<file path="config.mk">
export PLATFORM = sky130hd
export DESIGN_NAME = alu_arbiter
export DESIGN_NICKNAME = d
export VERILOG_FILES = /design/src/rtl/alu_arbiter.sv
export SDC_FILE = /design/constraint.sdc
export NUM_CORES = 1
export LEC_CHECK = 0
export ABC_AREA = 1
export CORE_UTILIZATION = 34
export DETAILED_ROUTE_END_ITERATION = 12
export PLACE_DENSITY = 0.76
export SYNTH_ARGS = -nofsm -noshare
export SYNTH_HDL_FRONTEND = slang
export SYNTH_SLANG_ARGS = --single-unit
</file>
<file path="constraint.sdc">
create_clock -name clk -period 1 [get_ports clk]
set_input_delay 0.2 -clock clk [delete_from_list [all_inputs] [get_ports clk]]
set_output_delay 0.2 -clock clk [all_outputs]
set_load 0.01 [all_outputs]
</file>
<file path="src/rtl/alu_arbiter.sv">
// alu_arbiter: shares one registered ALU between two valid/ready requesters.
//
// Round-robin arbitration picks a requester while idle. The chosen operands
// and opcode are registered onto the ALU inputs. The ALU has a one-clock
// registered latency, so its result is captured one cycle later. The result
// and flags then go back to the owner as a one-cycle response pulse.
//
// Ports:
//   clk, rst                    clock, synchronous active-high reset
//   req{0,1}_valid/_ready       request handshake (ready is combinational)
//   req{0,1}_op/_a/_b           requested opcode and operands
//   resp{0,1}_valid             one-cycle result pulse for the owner
//   resp_data/_carry/_zero      captured ALU result; held until the next capture
//   alu_a/alu_b/alu_op          registered drive to the ALU inputs
//   alu_result/_carry/_zero     ALU registered outputs
//   busy                        high while an operation is in flight
module alu_arbiter #(
  parameter int          N      = 8,
  parameter logic [3:0]  NOP_OP = 4'h0
) (
  input  logic         clk,
  input  logic         rst,
  input  logic         req0_valid,
  output logic         req0_ready,
  input  logic [3:0]   req0_op,
  input  logic [N-1:0] req0_a,
  input  logic [N-1:0] req0_b,
  input  logic         req1_valid,
  output logic         req1_ready,
  input  logic [3:0]   req1_op,
  input  logic [N-1:0] req1_a,
  input  logic [N-1:0] req1_b,
  output logic         resp0_valid,
  output logic         resp1_valid,
  output logic [N-1:0] resp_data,
  output logic         resp_carry,
  output logic         resp_zero,
  output logic [N-1:0] alu_a,
  output logic [N-1:0] alu_b,
  output logic [3:0]   alu_op,
  input  logic [N-1:0] alu_result,
  input  logic         alu_carry,
  input  logic         alu_zero,
  output logic         busy
);

  typedef enum logic [1:0] {
    IDLE,
    EXEC,
    CAPT
  } state_t;

  state_t state;
  logic   last_grant;
  logic   owner;

  logic   grant_valid;
  logic   grant_sel;

  // Contention goes to the requester that did not win last time.
  always_comb begin
    grant_valid = 1'b0;
    grant_sel   = 1'b0;
    if (req0_valid && req1_valid) begin
      grant_valid = 1'b1;
      grant_sel   = ~last_grant;
    end else if (req0_valid) begin
      grant_valid = 1'b1;
      grant_sel   = 1'b0;
    end else if (req1_valid) begin
      grant_valid = 1'b1;
      grant_sel   = 1'b1;
    end
  end

  assign req0_ready = (state == IDLE) && grant_valid && !grant_sel;
  assign req1_ready = (state == IDLE) && grant_valid &&  grant_sel;
  assign busy       = (state != IDLE);

  always_ff @(posedge clk) begin
    if (rst) begin
      state       <= IDLE;
      last_grant  <= 1'b1;
      owner       <= 1'b0;
      alu_a       <= '0;
      alu_b       <= '0;
      alu_op      <= NOP_OP;
      resp_data   <= '0;
      resp_carry  <= 1'b0;
      resp_zero   <= 1'b0;
      resp0_valid <= 1'b0;
      resp1_valid <= 1'b0;
    end else begin
      resp0_valid <= 1'b0;
      resp1_valid <= 1'b0;
      case (state)
        IDLE: begin
          if (grant_valid) begin
            if (grant_sel) begin
              alu_a  <= req1_a;
              alu_b  <= req1_b;
              alu_op <= req1_op;
            end else begin
              alu_a  <= req0_a;
              alu_b  <= req0_b;
              alu_op <= req0_op;
            end
            owner      <= grant_sel;
            last_grant <= grant_sel;
            state      <= EXEC;
          end else begin
            alu_op <= NOP_OP;
          end
        end
        // The ALU registers the held operands at the end of this cycle.
        EXEC: state <= CAPT;
        CAPT: begin
          resp_data   <= alu_result;
          resp_carry  <= alu_carry;
          resp_zero   <= alu_zero;
          resp0_valid <= ~owner;
          resp1_valid <= owner;
          alu_op      <= NOP_OP;
          state       <= IDLE;
        end
        default: state <= IDLE;
      endcase
    end
  end

endmodule
</file>
---- Word level (Yosys, flattened, before mapping) ----
Index checks and enable logic that the tools add are counted.
Widths: inputs -> output; s select.
cells by class
  shifts and indexed selects .............. 0
  div/mod/pow operators ................... 0
  equal/unequal tests ..................... 3
  mux-type cells .......................... 12
  add/subtract/negate cells ............... 0
  reduce and logical (&&, ||, !) cells .... 10
  magnitude comparators ................... 0
  bitwise gates (word level) .............. 3
  multiply operators ...................... 0
operator list
  operator            number
  $mux 8              2
  $mux 4              2
  $pmux 4 s2          1
  $mux 1              5
  $logic_and 1x1->1   4
  $pmux 2 s2          1
  $reduce_bool 2->1   2
  $not 1->1           3
  $eq 2x1->1 const B  1
  $eq 2x2->1 const B  1
  $logic_not 2->1     1
  $mux 2              1
  $ne 2x2->1 const B  1
  $reduce_and 2->1    1
  $reduce_or 2->1     1
  $logic_not 1->1     1
storage, ports and cells
  RAM bits ................................ 0
  register bits ........................... 36
  logic and storage cells ................. 39
  output and inout bits ................... 35
  latch bits .............................. 0
  memories ................................ 0
  input bits .............................. 54
  ROM bits ................................ 0

---- Logic depth before layout (Yosys ltp) ----
Gate-level depths: netlist of the first run.
  depth in word-level cells ............... 6
  depth in mapped cells ................... 7
  gate-level depth less buffers ........... 7

---- Least setup slack after synthesis of the first run ----
OpenSTA, ideal clock, no wires.
  kind .................................... register -> register
  start point ............................. reg state[0]
  end point ............................... reg alu_a[1]
  cell stages (with the launch flop) ...... 8
  library setup time ...................... 0.132 ns
  path slack .............................. -0.081 ns
  arrival ................................. 0.949 ns
  cells stage by stage .................... dfxtp_1 > inv_2 > nand2_4 > nor2_8 > inv_4 > buf_6 > nand2_1 > a21oi_1
between the ends
  cells in the longest elaborated chain, start to end .. 2
ends and longest elaborated chain
  what                        RTL line  RTL
  start: declaration          53        state_t state;
  start signal: assignment    82        state <= IDLE;
  start signal: assignment    110       state <= EXEC;
  start signal: assignment    116       EXEC: state <= CAPT;
  $logic_not 2->1             96        case (state)
  $reduce_and 2->1 (no line)  --
  end signal: assignment      100       alu_a <= req1_a;
  end signal: assignment      104       alu_a <= req0_a;
  end: declaration            38        output logic [N-1:0] alu_a,
No other way between the ends.
A chain may end at the register's enable or synchronous reset.

---- Final worst setup path of the first run ----
  start point ............................. reg last_grant
  end point ............................... out req0_ready
between the ends
  cells in the longest elaborated chain, start to end .. 4
ends and longest elaborated chain
  what                      RTL line  RTL
  start: declaration        54        logic last_grant;
  start signal: assignment  109       last_grant <= grant_sel;
  $not 1->1                 66        grant_sel = ~last_grant;
  $mux 1                    64        if (req0_valid && req1_valid) begin
  $logic_not 1->1           76        assign req0_ready = (state == IDLE) && grant_valid && !grant_sel;
  $logic_and 1x1->1         76
  end: declaration          24        output logic req0_ready,
No other way between the ends.

==> impl_summary.log, run 1 <==
[metrics] run status: finished with violations
[metrics] failing checks: negative setup slack
[metrics] TritonCTS clock tree: done
[metrics] clock network fraction of design power: ~26%
[metrics] max-slew violation count: 0
[metrics] worst setup path class: reg -> out
[metrics] Final Wtd Congestion: 0.718
[metrics] number of clock buffers inserted by TritonCTS: 5
[metrics] Syn. warnings: 0
[metrics] Core Region: between 4000 and 5000 µm²
[metrics] overall fraction of global-route tracks in use: 18.5%
[metrics] 1st-iter DRT viols: 81
[metrics] count of TritonRoute iterations in the first routing pass: 4
[metrics] number of H-tree levels: 2
[metrics] unrepaired setup endpoints after global routing: true
[metrics] fraction of the yosys area taken by sequential cells: ~46%
[metrics] number of nets in the finished design: 383
[metrics] relative slew slack: about four fifths
[metrics] total length of routed wires: 4790 µm
[metrics] per-cell via count in the routed design: 4.76
[metrics] fraction of the cycle the final worst path needs: 125%
[metrics] Critical Path Source Type: flip-flop
[metrics] clock slew at reported path FFs: about 0.07 ns
[metrics] post-synthesis cell type count: 22
[metrics] top-level port count: 89
[metrics] number of enable-type register cells in the synthesized netlist: 0
[metrics] Slowest Stage Delay on Critical Path: between 0.3 and 0.4 ns
[metrics] maximum fanout along the worst path: 5
[metrics] total chip power: 3610 µW
[metrics] root buffer selected by CTS: sky130_fd_sc_hd__clkbuf_8
[metrics] worst ir drop on vdd: slightly above 0.6 mV
[metrics] CP Data Required Time: 0.80 ns
[metrics] Commonest cells post-synth: sky130_fd_sc_hd__nand2_1 (77), sky130_fd_sc_hd__dfxtp_1 (36), sky130_fd_sc_hd__nor2_1 (30)
[metrics] Hold Vio Cnt, Final: 0
[metrics] asr flop ratio synth: 0%
[metrics] Max Freq: approximately 0.80 GHz
[metrics] grt total ovfl: 0
[metrics] Starting Density: a little over a third
[metrics] class of the most critical hold timing path: in -> reg
[metrics] number of maximum-capacitance violations: 0
[metrics] worst-margin pin slew: roughly 0.32 ns
[metrics] worst-case setup margin in the final layout: -0.250 ns
[metrics] global-route wire length before repair: about 7300 µm
[metrics] mean post-synth cell area: roughly 7.0 µm²
[metrics] library cell occupying the most area in the post-synthesis netlist: sky130_fd_sc_hd__dfxtp_1
[metrics] combined area of all synthesized cells: approximately 1600 µm²
[metrics] total setup violations reported at the end of the flow: 36
[metrics] proportion of power drawn by combinational gates: 29.2%
[metrics] CP most frequent cell: sky130_fd_sc_hd__nand2_2
[metrics] most used standard cell by instance count after synthesis: sky130_fd_sc_hd__nand2_1
[metrics] cell count after synthesis: about 230
[metrics] category of the worst setup path capture point: output port
[metrics] Cell Rows: 24
[metrics] Cell Count, Final, Fillers Out: 381
[metrics] routed length per instance: between 10 and 15 µm
[metrics] Die Area: between 4000 and 5000 µm²
[metrics] Net Sw Frac: 28.9%
[metrics] later-pin clock latency in the skew report: 0.28 ns
[metrics] share of cells above drive strength 1: between 30% and 40%
[metrics] Area growth syn-to-layout: 75.5%
[metrics] post-synthesis sequential element count: 36
[metrics] leak pwr: 0.00130 µW
[metrics] number of filler instances in the final layout: 400
[metrics] total number of vias: around 1800
[metrics] cell count after placement: approximately 370
[metrics] Post-synth top flop: sky130_fd_sc_hd__dfxtp_1
[metrics] DRC errors left: 0
[metrics] sequential cell fraction of total power: 45.1%
[metrics] internal power: approximately 2600 µW
[metrics] Final Critical Period: 1.25 ns
[metrics] port buffer count: 88
[metrics] post-synth net total: 279
[metrics] final antenna diode count: 0
[metrics] Cell Pwr Density: 1310 nW/µm²
[metrics] antenna-violating nets left: 0
[metrics] net switching power figure: roughly 1000 µW
[metrics] vias in the first global route: between 1500 and 2000
[metrics] arrival time at the worst endpoint: between 1 and 1.5 ns
[metrics] buffers from clock root to sink, at most: 2
[metrics] pin count of the biggest net entering global routing: 20
[metrics] worst clock skew: 0.00998 ns
[metrics] width of the die: ~70 µm
[metrics] cells taking the most area after synthesis: sky130_fd_sc_hd__dfxtp_1 (46%), sky130_fd_sc_hd__nand2_1 (18%), sky130_fd_sc_hd__nor2_1 (7.2%), sky130_fd_sc_hd__nand3_1 (5.8%), sky130_fd_sc_hd__a21oi_1 (5.4%)
[metrics] half-perimeter wire length after placement: around 3200 µm
[metrics] share of Yosys cell area claimed by the top area cell type: a little under half
[metrics] antenna violations before repair: 0
[metrics] slowest cell on the critical path: sky130_fd_sc_hd__dfxtp_1
[metrics] total number of clock tree sinks: 36
[metrics] die boundary height: 69.9 µm
[metrics] worst path cell trace: nand2_2, nand2_4, nand2_2, inv_2, buf_6
[layout by cell type, fill, tap and decap left out, types with 3 or more instances in the layout]
cell	count
sky130_fd_sc_hd__inv_1	6
sky130_fd_sc_hd__buf_2	32
sky130_fd_sc_hd__dfxtp_1	19
sky130_fd_sc_hd__nand3_1	18
sky130_fd_sc_hd__nand2_1	75
sky130_fd_sc_hd__nand4_1	4
sky130_fd_sc_hd__o21ai_2	9
sky130_fd_sc_hd__dfxtp_2	17
sky130_fd_sc_hd__nor2_1	17
sky130_fd_sc_hd__buf_4	14
sky130_fd_sc_hd__buf_6	5
sky130_fd_sc_hd__clkdlybuf4s50_1	50
sky130_fd_sc_hd__nor2_4	12
sky130_fd_sc_hd__inv_2	3
sky130_fd_sc_hd__clkbuf_8	5
sky130_fd_sc_hd__a21oi_1	17
[power by group through the flow]
stage	clock network, µW	logic (µW)	registers, µW
3_5_place_dp	0	1000	1640
2_1_floorplan	0	405	1680
5_1_grt	1030	1160	1640
4_1_cts	976	968	1610
6_report	928	1050	1630
3_3_place_gp	0	997	1640
[through the flow]
stage	setup WS (ns)	util, %	setup TNS (ns)	hold WS, ns	instance area (µm²)
after CTS	-0.255	58.7	-3.79	0.445	2570
final	-0.250	62.6	-4.25	0.383	2750
after floorplan	-0.0606	-	-0.614	0.276	1570
after global routing	-0.337	62.6	-7.20	0.403	2750
after global placement	-0.800	58.7	-19.28	0.432	2570
after detailed placement	-0.832	58.7	-20.29	0.434	2570
[cell families (layout without fill, tap and decap cells)]
kind of cell           after synthesis  count (layout)  share of synthesized area [%]
AND/OR/NAND/NOR                    137             137                           37.3
flip-flops                          36              36                           46.0
AO/OA/AOI/OAI                       29              29                           9.27
buffers and inverters               23             127                           7.35
[layout make-up]
class                   instances  area [µm²]  area share, %
repair buffers                107         903           32.9
multi-input cells             166         890           32.4
flip-flops and latches         36         742           27.0
clock buffers                   6        72.6           2.64
well taps                      52        65.1           2.37
inverters                      12        63.8           2.32
clock inverters                 1        5.00          0.182
repair inverters                1        5.00          0.182
[sequential cells by signal, summed over array words and instances, names as in the netlist]
| signal | flops |
|---|---|
| alu_b | 8 |
| state | 2 |
| owner | 1 |
| resp_data | 8 |
| alu_a | 8 |
| resp_carry | 1 |
| alu_op | 4 |
| resp_zero | 1 |
| resp1_valid | 1 |
| last_grant | 1 |
| resp0_valid | 1 |
[timing repair]
item / 4_1_cts / 5_1_grt
pin swaps: 8 / 9
hold buffers: 0 / 0
setup endpoints to repair: 68 / 36
gates cloned: 1 / 1
gates resized for setup: 185 / 46
buffers inserted: 2 / 1
[path summary, 6_finish.rpt]
check / from / end / slack, ns / cells after the start
worst max-delay path: last_grant / req0_ready / -0.25 / 5
worst min-delay path: req1_valid / owner / 0.38 / 5
worst max register to register: state[0] / last_grant / -0.22 / 7
worst min register to register: alu_b[3] / alu_b[3] / 0.46 / 2
[worst max-delay path: cells and delay by family, from the launching register on]
| kind | cells | cell delay (ns) |
|---|---|---|
| buf+inv | 2 | 0.15 |
| flops | 1 | 0.35 |
| simple gates | 3 | 0.27 |
[routing by layer]
| layer | track usage, % | share of wire (%) | up-vias |
|---|---|---|---|
| li1 | - | - | 923 |
| met1 | 23.1 | 42 | 815 |
| met2 | 32.1 | 52 | 72 |
| met3 | 4.91 | 6.4 | 2 |
| met4 | 4.00 | 0.17 | 0 |
| met5 | 0 | 0 | - |
Power figures use the tool's default switching activity.
==> run 2, diff against run 1 <==
Settings changed: CELL_PAD_IN_SITES_DETAIL_PLACEMENT from default to 1, CELL_PAD_IN_SITES_GLOBAL_PLACEMENT from default to 1, CORE_ASPECT_RATIO from default to 1.5, CORE_UTILIZATION 34 to 23, PLACE_DENSITY 0.76 to 0.77.
==> run 2 against run 1 <==
Compared with the run above:
- the run still ends with negative setup slack left
- sequential cell count stayed put
- sequential share of layout area down 2.0 points
- worst setup slack lost 0.053 ns
==> impl_summary.log, run 2 (synthesized netlist as in run 1, its figures left out) <==
[metrics] antenna violations before repair: 0 (unchanged)
[metrics] class of the most critical hold timing path: reg -> reg
[metrics] number of H-tree levels: 2 (unchanged)
[metrics] global-route wire length before repair: 8850 µm (+21%)
[metrics] top-level port count: 89 (unchanged)
[metrics] total number of vias: 1892 (+4.4%)
[metrics] total length of routed wires: 5930 µm (+24%)
[metrics] Core Region: 6530 µm² (+49%)
[metrics] port buffer count: 88 (unchanged)
[metrics] worst path cell trace: inv_2, nand2_4, nor2_8, nand2_2, inv_2, buf_6
[metrics] CP most frequent cell: sky130_fd_sc_hd__inv_2
[metrics] half-perimeter wire length after placement: 3930 µm (+25%)
[metrics] overall fraction of global-route tracks in use: 15.7% (-2.8 points)
[metrics] Area growth syn-to-layout: 93.3%
[metrics] startpoint of the worst register-to-register path: state[0]
[metrics] Crit Reg-Reg Endpoint: alu_a[0]
[metrics] routed length per instance: 14.3 µm (+14%)
[metrics] Cell Count, Final, Fillers Out: 414 (+8.7%)
[metrics] width of the die: 69.4 µm (-0.71%)
[metrics] combined area of the multi-input logic cells: 932 µm² (+4.8%)
[metrics] pin count of the biggest net entering global routing: 20 (unchanged)
[metrics] worst ir drop on vdd: 0.595 mV (-4.0%)
[metrics] worst clock skew: 0.00591 ns (-0.00407 ns)
[metrics] max-slew violation count: 0 (unchanged)
[metrics] antenna-violating nets left: 0 (unchanged)
[metrics] root buffer selected by CTS: sky130_fd_sc_hd__clkbuf_8
[metrics] number of filler instances in the final layout: 785 (+96%)
[metrics] number of clock buffers inserted by TritonCTS: 5 (unchanged)
[metrics] later-pin clock latency in the skew report: 0.29 ns (about the same)
[metrics] worst-case setup margin in the final layout: -0.304 ns (-0.0535 ns)
[metrics] run status: finished with violations
[metrics] FF+latch area: 757 µm² (+2.0%)
[metrics] die boundary height: 103 µm (+48%)
[metrics] number of nets in the finished design: 391 (+2.1%)
[metrics] share of cells above drive strength 1: 43.2% (+7.9 points)
[metrics] biggest registers after layout: alu_a x8, alu_b x8, resp_data x8
[metrics] Slowest Stage Delay on Critical Path: 0.33 ns (-0.02 ns)
[metrics] worst setup path class: reg -> out
[metrics] leak pwr: 0.00140 µW (+8.0%)
[metrics] Hold Vio Cnt, Final: 0 (unchanged)
[metrics] final antenna diode count: 0 (unchanged)
[metrics] maximum fanout along the worst path: 3 (-2)
[metrics] R2R depth: 8 (+1)
[metrics] per-cell via count in the routed design: 4.57 (-3.9%)
[metrics] unrepaired setup endpoints after global routing: true
[metrics] DRC errors left: 0 (unchanged)
[metrics] top library cells by usage in the layout, fill and taps aside: sky130_fd_sc_hd__nand2_1 (71), sky130_fd_sc_hd__clkdlybuf4s50_1 (51), sky130_fd_sc_hd__buf_2 (28)
[metrics] critical path's top delay family: flip-flops
[metrics] count of TritonRoute iterations in the first routing pass: 4 (unchanged)
[metrics] total setup violations reported at the end of the flow: 34 (-5.6%)
[metrics] failing checks: negative setup slack
[metrics] relative slew slack: 81.9% (+3.7 points)
[metrics] hold slack final: 0.461 ns (+0.0781 ns)
[metrics] number of buffers added to fix hold violations after cts: 0 (unchanged)
[metrics] category of the worst setup path capture point: output port
[metrics] fraction of the cycle the final worst path needs: 130% (+5.3 points)
[metrics] Cell Pwr Density: 1330 nW/µm² (+0.86%)
[metrics] buffers from clock root to sink, at most: 2 (unchanged)
[metrics] Bufs and invs on worst path: 3 (+1)
[metrics] Die Area: 7150 µm² (+46%)
[metrics] Starting Density: 24.0% (-12 points)
[metrics] arrival time at the worst endpoint: 1.10 ns (+0.05 ns)
[metrics] TritonCTS clock tree: done
[metrics] Cell Rows: 36 (+50%)
[metrics] most common library cell in the layout ignoring fill and taps: sky130_fd_sc_hd__nand2_1
[metrics] worst setup slack for register-to-register paths: -0.24 ns (-0.02 ns)
[metrics] Setup WS pre-CTS: -0.834 ns (-0.00213 ns)
[metrics] critical path launch point: state[0]
[metrics] total number of clock tree sinks: 36 (unchanged)
[metrics] Max Freq: 0.767 GHz (-4.1%)
[metrics] worst-margin pin slew: 0.271 ns (-0.0540 ns)
[metrics] critical path depth: 6 (+1)
[metrics] clock slew at reported path FFs: 0.08 ns (about the same)
[metrics] worst setup path endpoint: req0_ready
[metrics] slowest cell on the critical path: sky130_fd_sc_hd__dfxtp_2
[metrics] 1st-iter DRT viols: 26 (-68%)
[metrics] grt total ovfl: 0 (unchanged)
[metrics] CP Data Required Time: 0.80 ns (about the same)
[metrics] Critical Path Source Type: flip-flop
[metrics] Final Wtd Congestion: 0.701 (-2.4%)
[metrics] Final Critical Period: 1.30 ns (+0.0535 ns)
[metrics] number of maximum-capacitance violations: 0 (unchanged)
[metrics] cell count after placement: 396 (+6.7%)
[metrics] vias in the first global route: 1898 (+15%)
run 2: cell count changes in the layout (fill, tap and decap cells not counted), sizes merged:
| cell | before | now |
|---|---|---|
| dlygate4sd2 | 1 | 2 |
| clkdlybuf4s50 | 50 | 51 |
| clkbuf | 7 | 9 |
| clkinvlp | 2 | 1 |
| buf | 54 | 61 |
| dlymetal6s2s | 1 | 0 |
run 2: per-stage QoR:
| step | TNS [ns] | power [µW] | util [%] | instance area, µm² |
|---|---|---|---|---|
| after floorplan | -0.614 | 2090 | - | 1570 |
| after global placement | -20.92 | 2660 | 40.0 | 2610 |
| after detailed placement | -22.03 | 2680 | 40.0 | 2610 |
| after CTS | -4.64 | 3910 | 43.0 | 2810 |
| after global routing | -6.97 | 4250 | 46.3 | 3030 |
| final | -4.89 | 4010 | 46.3 | 3030 |
run 2: area by class of cell:
| type | count | area share, % |
|---|---|---|
| clock inverters | 1 | 0.248 |
| flip-flops and latches | 36 | 25.0 |
| multi-input cells | 166 | 30.8 |
| well taps | 76 | 3.14 |
| inverters | 12 | 2.19 |
| repair buffers | 116 | 35.7 |
| clock buffers | 7 | 2.85 |
run 2: worst min path at each step:
stage | start | end | slack [ns] | cells past startpoint
after floorplan | rst | resp1_valid | 0.28 | 1
after global placement | owner | resp0_valid | 0.43 | 1
after detailed placement | owner | resp0_valid | 0.44 | 1
after CTS | alu_b[0] | alu_b[0] | 0.47 | 2
after global routing | resp_data[0] | resp_data[0] | 0.48 | 2
final | resp_data[0] | resp_data[0] | 0.46 | 2
run 2: repair_timing:
action                                 CTS  global route
endpoints found under the hold margin    0             0
cloned                                   1             2
resized for setup                      224            43
setup endpoints to repair               69            45
pin swaps                                9            11
buffers inserted                         7             6
run 2: layer usage:
layer / track usage, % / wire [µm]
met4: 5.97 / 105
met2: 30.0 / 3500
met1: 16.8 / 2060
met5: 0 / 0
met3: 3.62 / 262
run 2: tightest hold or removal path, stage by stage (launching register included):
cell                      delay, ns
sky130_fd_sc_hd__dfxtp_2       0.32
sky130_fd_sc_hd__nor2_2        0.07
sky130_fd_sc_hd__nor2_1        0.04
run 2: where the power goes:
part | switching [µW] | internal [µW]
sequential | 73.3 | 1560
clock | 544 | 560
combinational | 595 | 672
==> run 3, diff against run 2 <==
Settings changed: CORE_MARGIN from default to 5.
==> run 3 against run 2 <==
Compared with the run above:
- the flow still finishes with violations (negative setup slack)
- clock power fell by 13%
- critical path depth did not move
- sequential cell count did not move
- critical endpoint unchanged
- highest routed layer unchanged
- power fell by 0.23%
- worst setup slack improved by 0.016 ns
- worst hold slack got worse by 0.0039 ns
- critical path type unchanged
- sequential power barely moved
- clock skew fell by 0.0036 ns
- count of clock-buffer cells in the layout fell by 1
==> impl_summary.log, run 3 (synthesized netlist as in run 1, its figures left out) <==
[metrics] run status: finished with violations
[metrics] failing checks: negative setup slack
[metrics] overall fraction of global-route tracks in use: 13.7% (-2.0 points)
[metrics] worst setup path class: reg -> out
[metrics] category of the worst setup path capture point: output port
[metrics] TritonCTS clock tree: done
[metrics] most common library cell in the layout ignoring fill and taps: sky130_fd_sc_hd__nand2_1
[metrics] number of H-tree levels: 2 (unchanged)
[metrics] Sum Neg Setup Slack: -4.58 ns (+0.309 ns)
[metrics] worst setup slack for register-to-register paths: -0.27 ns (-0.03 ns)
[metrics] Final Critical Period: 1.29 ns (-0.0156 ns)
[metrics] critical path launch point: state[0]
[metrics] Area growth syn-to-layout: 101%
[metrics] global-route wire length before repair: 9550 µm (+8.0%)
[metrics] biggest registers after layout: alu_a x8, alu_b x8, resp_data x8
[metrics] worst clock skew: 0.00227 ns (-0.00364 ns)
[metrics] Core Region: 6580 µm² (+0.69%)
[metrics] total chip power: 4000 µW (-0.23%)
[metrics] worst-case setup margin in the final layout: -0.288 ns (+0.0156 ns)
[metrics] CP Data Required Time: 0.80 ns (about the same)
[metrics] per-cell via count in the routed design: 4.57 (about the same)
[metrics] number of clock buffers inserted by TritonCTS: 5 (unchanged)
[metrics] worst ir drop on vdd: 0.608 mV (+2.1%)
[metrics] width of the die: 77.4 µm (+12%)
[metrics] post-route cell area: 3150 µm² (+4.1%)
[metrics] Cell Pwr Density: 1270 nW/µm² (-4.1%)
[metrics] total setup violations reported at the end of the flow: 32 (-5.9%)
[metrics] total number of vias: 1912 (+1.1%)
[metrics] top-level port count: 89 (unchanged)
[metrics] post-layout utilization of the core: 47.9% (+1.5 points)
[metrics] pin count of the biggest net entering global routing: 20 (unchanged)
[metrics] startpoint of the worst register-to-register path: state[0]
[metrics] Routed met3 length: 301 µm (+15%)
[metrics] antenna-violating nets left: 0 (unchanged)
[metrics] clock network fraction of design power: 24.0% (-3.6 points)
[metrics] proportion of power drawn by combinational gates: 34.9% (+3.3 points)
[metrics] number of maximum-capacitance violations: 0 (unchanged)
[metrics] share of cells above drive strength 1: 48.2% (+5.1 points)
[metrics] DR top layer: met4
[metrics] arrival time at the worst endpoint: 1.09 ns (about the same)
[metrics] root buffer selected by CTS: sky130_fd_sc_hd__clkbuf_8
[metrics] Starting Density: 23.8% (-0.16 points)
[metrics] routed length per instance: 15.6 µm (+9.2%)
[metrics] Final Wtd Congestion: 0.701 (about the same)
[metrics] wire length on met2: 3860 µm (+10%)
[metrics] number of buffers added to fix hold violations after cts: 0 (unchanged)
[metrics] grt total ovfl: 0 (unchanged)
[metrics] DRC errors left: 0 (unchanged)
[metrics] Crit Reg-Reg Endpoint: last_grant
[metrics] 1st-iter DRT viols: 35 (+35%)
[metrics] clock slew at reported path FFs: 0.07 ns (about the same)
[metrics] top library cells by usage in the layout, fill and taps aside: sky130_fd_sc_hd__nand2_1 (61), sky130_fd_sc_hd__clkdlybuf4s50_1 (51), sky130_fd_sc_hd__buf_2 (27)
[metrics] Max Freq: 0.776 GHz (+1.2%)
[metrics] die boundary height: 111 µm (+7.8%)
[metrics] R2R depth: 8 (unchanged)
[metrics] net switching power figure: 1240 µW (+2.4%)
[metrics] WL met1: 2290 µm (+12%)
[metrics] internal power: 2760 µW (-1.4%)
[metrics] Cell Count, Final, Fillers Out: 418 (+0.97%)
[metrics] sequential cell fraction of total power: 41.1% (+0.3 points)
[metrics] total number of clock tree sinks: 36 (unchanged)
[metrics] count of TritonRoute iterations in the first routing pass: 4 (unchanged)
[metrics] unrepaired setup endpoints after global routing: true
[metrics] worst setup path endpoint: req0_ready
[metrics] Net Sw Frac: 31.1% (+0.80 points)
[metrics] total length of routed wires: 6530 µm (+10%)
[metrics] relative slew slack: 83.5% (+1.5 points)
[metrics] max-slew violation count: 0 (unchanged)
[metrics] port buffer count: 88 (unchanged)
[metrics] Cell Rows: 36 (unchanged)
[metrics] maximum fanout along the worst path: 3 (unchanged)
[metrics] fraction of the cycle the final worst path needs: 129% (-1.6 points)
[metrics] number of nets in the finished design: 396 (+1.3%)
[metrics] antenna violations before repair: 0 (unchanged)
[metrics] worst-margin pin slew: 0.247 ns (-0.0236 ns)
[metrics] cell count after placement: 397 (+0.25%)
[metrics] leak pwr: 0.00144 µW (+3.0%)
[metrics] class of the most critical hold timing path: reg -> reg
[metrics] later-pin clock latency in the skew report: 0.28 ns (about the same)
[metrics] final antenna diode count: 0 (unchanged)
[metrics] buffers from clock root to sink, at most: 2 (unchanged)
[metrics] placed cell area: 2620 µm² (+0.29%)
[metrics] Hold Vio Cnt, Final: 0 (unchanged)
[metrics] half-perimeter wire length after placement: 4380 µm (+11%)
[metrics] vias in the first global route: 1999 (+5.3%)
[metrics] worst hold path depth: 2 (unchanged)
[metrics] Critical Path Source Type: flip-flop
[metrics] Die Area: 8590 µm² (+20%)
==> run 3: repair_timing <==
item	CTS	global route
resized for setup	188	97
pin swaps	1	14
endpoints found under the setup margin	68	45
setup buffers	0	6
gates cloned	1	7
==> run 3: how the worst min path moves through the flow <==
stage                  start     endpoint  slack, ns
global route        alu_b[2]     alu_b[2]       0.48
CTS                    owner  resp0_valid       0.44
global placement       owner  resp0_valid       0.42
floorplan                rst  resp1_valid       0.28
detailed placement     owner  resp0_valid       0.43
finish              alu_b[0]     alu_b[0]       0.46
==> run 3: final cells by class <==
| type | instances | area, µm² |
|---|---|---|
| repair inverters | 3 | 36.3 |
| well taps | 76 | 95.1 |
| multi-input cells | 166 | 998 |
| flip-flops and latches | 36 | 753 |
| repair buffers | 118 | 1110 |
| fillers | 775 | 3430 |
| inverters | 12 | 81.3 |
| clock buffers | 6 | 72.6 |
| clock inverters | 1 | 5.00 |
==> run 3: power groups by stage <==
stage / Combinational, µW / Sequential, µW / Clock (µW)
2_1_floorplan: 405 / 1680 / 0
3_3_place_gp: 1030 / 1640 / 0
3_5_place_dp: 1050 / 1640 / 0
4_1_cts: 1020 / 1620 / 1020
5_1_grt: 1510 / 1660 / 1080
6_report: 1400 / 1640 / 962
==> run 3: through the flow <==
| step | hold WS [ns] | setup WS, ns |
|---|---|---|
| after floorplan | 0.276 | -0.0606 |
| after global placement | 0.425 | -0.804 |
| after detailed placement | 0.435 | -0.817 |
| after CTS | 0.445 | -0.287 |
| after global routing | 0.482 | -0.375 |
| final | 0.457 | -0.288 |
==> run 3: worst max-delay path: stages, from the launching register on <==
cell and delay, ns:
sky130_fd_sc_hd__dfxtp_2 0.32, sky130_fd_sc_hd__inv_2 0.07, sky130_fd_sc_hd__nand2_4 0.08, sky130_fd_sc_hd__nor2_8 0.10, sky130_fd_sc_hd__nand2_2 0.06, sky130_fd_sc_hd__inv_2 0.07, sky130_fd_sc_hd__buf_6 0.10
==> run 3: layer usage <==
metal  GRT usage, %  vias to the layer above
li1               -                      948
met5              0                        -
met2           26.5                       54
met1           13.4                      906
met4           3.90                        0
met3           4.47                        4
